### src/rtl/pipe_ctrl_pkg.sv
// Shared pipeline-control definitions: sequencer states, x0 and the opcodes the decoder also uses.
package pipe_ctrl_pkg;

  typedef enum logic [1:0] {
    RUN    = 2'd0,
    DRAIN  = 2'd1,
    HALTED = 2'd2
  } seq_state_e;

  localparam logic [4:0] X0 = 5'd0;

  localparam logic [6:0] LOAD   = 7'b0000011;
  localparam logic [6:0] BRANCH = 7'b1100011;
  localparam logic [6:0] JAL    = 7'b1101111;
  localparam logic [6:0] JALR   = 7'b1100111;
  localparam logic [6:0] HALT   = 7'b1110101;

endpackage

### src/rtl/sat_counter.sv
// Up-counter with a synchronous clear that sticks at all-ones instead of wrapping.
module sat_counter #(
  parameter int unsigned W = 32
) (
  input  logic         clk,
  input  logic         reset,
  input  logic         inc,
  output logic [W-1:0] q
);

  // Count on inc until every bit is set, then hold.
  always_ff @(posedge clk) begin
    if (reset) begin
      q <= '0;
    end else if (inc && (q != {W{1'b1}})) begin
      q <= q + W'(1);
    end
  end

endmodule

### src/rtl/hazard_sequencer.sv
// Pipeline control for the 5-stage core: load-use stalls, redirect squashes and HALT drain.
module hazard_sequencer
  import pipe_ctrl_pkg::*;
#(
  parameter int unsigned DRAIN_CYCLES = 3,
  parameter int unsigned CNT_W        = 32
) (
  input  logic             clk,
  input  logic             reset,
  input  logic [4:0]       ID_Rs1,
  input  logic [4:0]       ID_Rs2,
  input  logic             ID_Halt,
  input  logic             EX_MemRead,
  input  logic [4:0]       EX_Rd,
  input  logic             EX_Redirect,
  output logic             PCWrite,
  output logic             IFIDWrite,
  output logic             IFIDFlush,
  output logic             IDEXFlush,
  output logic             Halted,
  output logic [CNT_W-1:0] StallCycles,
  output logic [CNT_W-1:0] FlushCount
);

  localparam logic [2:0] DRAIN_LAST = 3'(DRAIN_CYCLES - 1);

  seq_state_e state_q;
  logic [2:0] drain_cnt_q;
  logic       halted_q;
  logic       lu;
  logic       stall_inc;
  logic       flush_inc;

  // Rs fields are compared even for formats without them; a spurious bubble is harmless.
  assign lu = EX_MemRead && (EX_Rd != X0) && ((EX_Rd == ID_Rs1) || (EX_Rd == ID_Rs2));

  // Sequencer state: RUN until HALT is accepted, DRAIN for the older instructions, then HALTED.
  always_ff @(posedge clk) begin
    if (reset) begin
      state_q     <= RUN;
      drain_cnt_q <= 3'd0;
      halted_q    <= 1'b0;
    end else begin
      case (state_q)
        RUN: begin
          // A redirect squashes a wrong-path HALT; a load-use stall makes HALT wait a cycle.
          if (!EX_Redirect && !lu && ID_Halt) begin
            state_q     <= DRAIN;
            drain_cnt_q <= 3'd0;
          end
        end
        DRAIN: begin
          drain_cnt_q <= drain_cnt_q + 3'd1;
          if (drain_cnt_q == DRAIN_LAST) begin
            state_q  <= HALTED;
            halted_q <= 1'b1;
          end
        end
        HALTED:  state_q <= HALTED;
        default: state_q <= RUN;
      endcase
    end
  end

  // Enables and flushes follow the current state and inputs in the same cycle.
  always_comb begin
    PCWrite   = 1'b0;
    IFIDWrite = 1'b0;
    IFIDFlush = 1'b0;
    IDEXFlush = 1'b1;
    stall_inc = 1'b0;
    flush_inc = 1'b0;
    if (reset) begin
      IFIDFlush = 1'b1;
    end else if (state_q == RUN) begin
      if (EX_Redirect) begin
        PCWrite   = 1'b1;
        IFIDWrite = 1'b1;
        IFIDFlush = 1'b1;
        flush_inc = 1'b1;
      end else if (lu) begin
        stall_inc = 1'b1;
      end else if (!ID_Halt) begin
        PCWrite   = 1'b1;
        IFIDWrite = 1'b1;
        IDEXFlush = 1'b0;
      end
    end
  end

  assign Halted = halted_q;

  sat_counter #(.W(CNT_W)) u_stall_cnt (
    .clk   (clk),
    .reset (reset),
    .inc   (stall_inc),
    .q     (StallCycles)
  );

  sat_counter #(.W(CNT_W)) u_flush_cnt (
    .clk   (clk),
    .reset (reset),
    .inc   (flush_inc),
    .q     (FlushCount)
  );

endmodule

### config.mk
export PLATFORM = sky130hd
export DESIGN_NAME = hazard_sequencer
export DESIGN_NICKNAME = d
export VERILOG_FILES = /design/src/rtl/pipe_ctrl_pkg.sv /design/src/rtl/sat_counter.sv /design/src/rtl/hazard_sequencer.sv
export SDC_FILE = /design/constraint.sdc
export NUM_CORES = 1
export LEC_CHECK = 0
export ABC_AREA = 1
export CORE_UTILIZATION = 47
export DETAILED_ROUTE_END_ITERATION = 12
export PLACE_DENSITY = 0.84
export SYNTH_ARGS = -nofsm -noshare
export SYNTH_HDL_FRONTEND = slang
export SYNTH_SLANG_ARGS = --single-unit
### constraint.sdc
create_clock -name clk -period 1.6 [get_ports clk]
set_input_delay 0.16 -clock clk [delete_from_list [all_inputs] [get_ports clk]]
set_output_delay 0.16 -clock clk [all_outputs]
set_load 0.1 [all_outputs]
==> results of run 1 <==
-- metal layers --
metal / overflow / track usage, %
met1: 0 / 66.4
met5: 0 / 4.95
met3: 1 / 37.7
met4: 3 / 66.8
met2: 9 / 88.9
-- through the flow --
stage	cell area [µm²]	hold WS (ps)	setup slack [ps]	std cells	TNS [ps]
2_1_floorplan	4570	411	-229	680	-7930
3_3_place_gp	6600	463	-325	920	-13970
3_5_place_dp	6600	481	-460	920	-18960
4_1_cts	7220	494	-52.9	959	-573
-- what timing repair did --
item,4_1_cts
gates cloned,2
endpoints found under the setup margin,67
buffers inserted,21
pin swaps,30
gates resized for setup,76
-- cell families after synthesis --
group,count (synthesis),synth area share (%)
compound gates,75,9.02
xor+xnor,23,4.78
fa+ha+maj,6,1.78
buf+inv,90,9.50
flops,70,33.2
simple gates,416,41.7
==> results_dict.tcl, run 1 <==
set metrics [dict create \
    synth_cells 680 \
    stop_error "[ERROR GRT-0232] Routing congestion too high. Check the congestion heatmap in the GUI." \
    grt_usage_pct 65.0 \
    status "did not finish" \
    pin_count 89 \
    synth-edff-count 0 \
    cts_hold_buffers 0 \
    die_y_um 96.7 \
    grt_max_degree 46 \
    die_x_um 96.7 \
    dp_hpwl_mm 9.93 \
    postSynth.asyncResetShare_pct 0 \
    lastStage "global routing" \
    cts_sinks 70 \
    synth_area_leaders "dfxtp_1, nand2_1, nor2_1, a21oi_1, nand3_1" \
    clockRootBuffer "clkbuf_8" \
    rows 34 \
    cts_buffers 9 \
    yosys_register_bits 70 \
    clockBufferDepth 2 \
    grt-ovfl-total 13 \
    start_util_pct 48.4 \
    yosys.cell_types.count 31 \
    synth_area_um2 4220 \
    synthTopCellsByCount "nand2_1, nor2_1, dfxtp_1" \
    port_buffers 88 \
    synth.largest_area_cell "dfxtp_1" \
    cts_max_level 3 \
    place_congestion 1.02 \
    postGrtWorstEndpoint "u_stall_cnt.q[9]$_SDFFE_PP0P_/D" \
    yosysTopAreaCellShare_pct 33.2 \
    yosysSeqAreaShare_pct 33.2 \
    syn_avg_cell_area_um2 6.20 \
    yosysMostFrequentCell "nand2_1" \
    yosys_warnings 0 \
    synth_fp_nets 706 \
    synth_flop_cell "dfxtp_1" \
    worstEpCategory "sequential cell input" \
]
==> run 2, diff against run 1 <==
CORE_UTILIZATION = 32   (was 47)
PLACE_DENSITY = default   (was 0.84)
PLACE_DENSITY_LB_ADDON = 0.15   (was default)
clock period = 2.1 ns   (was 1.6 ns; I/O delays follow)
==> results_dict.tcl, run 2 <==
set metrics [dict create \
    status "finished, final reports clean" \
    dieArea_um2 13600 \
    routed_wl_mm 11.5 \
    pin_count 89 \
    syn_to_final_growth_pct 32.2 \
    tightest_slew_ps 473 \
    die_y_um 117 \
    power_density_nw_per_um2 658 \
    rsz0062_at_grt "false" \
    skew_ps 4.57 \
    final_common_cell "nand2_1" \
    cts_max_level 3 \
    viasPerCell 4.67 \
    worstSetupPathType "in -> out" \
    postSynth.asyncResetShare_pct 0 \
    cts_hold_buffers 0 \
    dr.pass1.iters 4 \
    postRouteAntennaNets 0 \
    yosys.cell_types.count 31 \
    holdCritPathClass "reg -> reg" \
    grt_pass1_wl_mm 19.1 \
    clockBufferDepth 2 \
    nFillCells 1339 \
    synth_area_um2 4220 \
    place_area_um2 5250 \
    cts_buffers 9 \
    place_congestion 0.863 \
    finalPower_mw 3.67 \
    synth_area_leaders "dfxtp_1, nand2_1, nor2_1, a21oi_1, nand3_1" \
    maxSlewHeadroom_pct 68.5 \
    synth_flop_cell "dfxtp_1" \
    period_share_pct 91.7 \
    drive_gt1_share_pct 22.6 \
    synth.largest_area_cell "dfxtp_1" \
    post_cts_buffers 0 \
    path_max_fanout 4 \
    yosysMostFrequentCell "nand2_1" \
    pre_cts_ws_ps 68.7 \
    cts_tree "built" \
    min_period_ps 1930 \
    start_util_pct 33.1 \
    setup_viol 0 \
    avgRoutedWirePerCell_um 12.1 \
    synth_fp_nets 706 \
    final_area_um2 5580 \
    clk_latency_ps 330 \
    fmax_mhz 519 \
    worstSetupStartpointType "input port" \
    rows 41 \
    yosysTopAreaCellShare_pct 33.2 \
    dpl.cell_count 934 \
    drc 0 \
    setup_ws_ps 174 \
    dp_hpwl_mm 8.81 \
    first_global_vias 3959 \
    synthTopCellsByCount "nand2_1, nor2_1, dfxtp_1" \
    clockRootBuffer "clkbuf_16" \
    nets 799 \
    die_x_um 117 \
    grt_max_degree 46 \
    cts_resized 0 \
    grt-ovfl-total 0 \
    vias 4441 \
    top_regs "u_flush_cnt.q: 32 flops, u_stall_cnt.q: 32 flops, drain_cnt_q: 3 flops" \
    grt_usage_pct 17.9 \
    fin_hold_ws_ps 456 \
    finalHoldViolations 0 \
    synth-edff-count 0 \
    syn_avg_cell_area_um2 6.20 \
    yosys_register_bits 70 \
    diodes 0 \
    cts_sinks 70 \
    final_cell_mix "nand2_1, nor2_1, buf_4, inv_1, a21oi_1" \
    drv_cap 0 \
    critPathArrivalTime_ps 1720 \
    crit_required_ps 1890 \
    cp-end-kind "output pin" \
    ir_drop_v 0.000616 \
    p_leak_nw 2.30 \
    clk_pin_slew_ps 60 \
    final_max_slew_viol_count 0 \
    antenna_found_initial 0 \
    coreArea_um2 12700 \
    yosys_warnings 0 \
    port_buffers 88 \
    instances_no_fill 950 \
    yosysSeqAreaShare_pct 33.2 \
    drtIter0Drc 208 \
    synth_cells 680 \
]
[run 2: cell counts after synthesis]
No cell type changed its count.
[run 2: per-stage QoR]
step | utilization, % | TNS (ps)
finish | 43.8 | 0
detailed placement | 41.2 | 0
global placement | 41.2 | 0
global route | 43.8 | 0
CTS | 43.8 | 0
floorplan | - | -99.4
[run 2: cells by family (layout without fill, tap and decap cells)]
| logic type | Yosys count | count (layout) | share of synthesized area, % |
|---|---|---|---|
| xor gates and xnor gates | 23 | 23 | 4.78 |
| DFF | 70 | 70 | 33.2 |
| AOI/OAI and AO/OA | 75 | 75 | 9.02 |
| buffers and inverters | 90 | 188 | 9.50 |
| adders and majority gates | 6 | 6 | 1.78 |
| and+or+nand+nor | 416 | 416 | 41.7 |
[run 2: area by class of cell]
class                      count  area [µm²]  share of cell area [%]
clock buffer                  10         239                    4.29
clock inverter                 6        85.1                    1.53
inverter                      72         270                    4.85
multi-input combinational    520        2430                    43.6
sequential                    70        1470                    26.4
tap                          172         215                    3.86
timing repair buffer         100         863                    15.5
[run 2: routing by layer]
layer / GRT usage [%] / vias to the layer above / wire, µm
li1: - / 2340 / -
met1: 25.0 / 1990 / 5960
met2: 26.9 / 94 / 4800
met3: 3.55 / 17 / 509
met4: 7.59 / 0 / 218
met5: 0 / - / 0
[run 2: final timing paths]
| path | start | end | slack [ps] | depth (start not counted) |
|---|---|---|---|---|
| worst max-delay path | EX_Rd[4] | PCWrite | 170 | 10 |
| worst min-delay path | Halted | Halted | 460 | 2 |
| worst max register to register | u_flush_cnt.q[0] | u_flush_cnt.q[18] | 240 | 12 |
| worst min register to register | Halted | Halted | 460 | 2 |
[run 2: critical path, stage by stage]
cell and delay [ps]:
clkdlybuf4s50_1 550, nand2_1 80, nand2_1 60, nor2_1 40, nand3_1 70, nand2_1 80
nand2_2 100, nand2_1 90, a21oi_4 230, buf_12 200
[run 2: where the power goes]
group / switching (mW) / total, mW / internal, mW
clock: 0.593 / 1.66 / 1.07
sequential: 0.0207 / 1.38 / 1.35
combinational: 0.429 / 0.634 / 0.205
Note: power is estimated with default switching activity, not from simulation.
==> run 3, diff against run 2 <==
SLEW_MARGIN = 20   (was default)
==> results of run 3 <==
Same layout as run 2: the final DEF is identical, and so are final timing and power.
==> run 4, diff against run 3 <==
HOLD_SLACK_MARGIN = 0.03   (was default)
==> results of run 4 <==
Same layout as run 2: the final DEF is identical, and so are final timing and power.
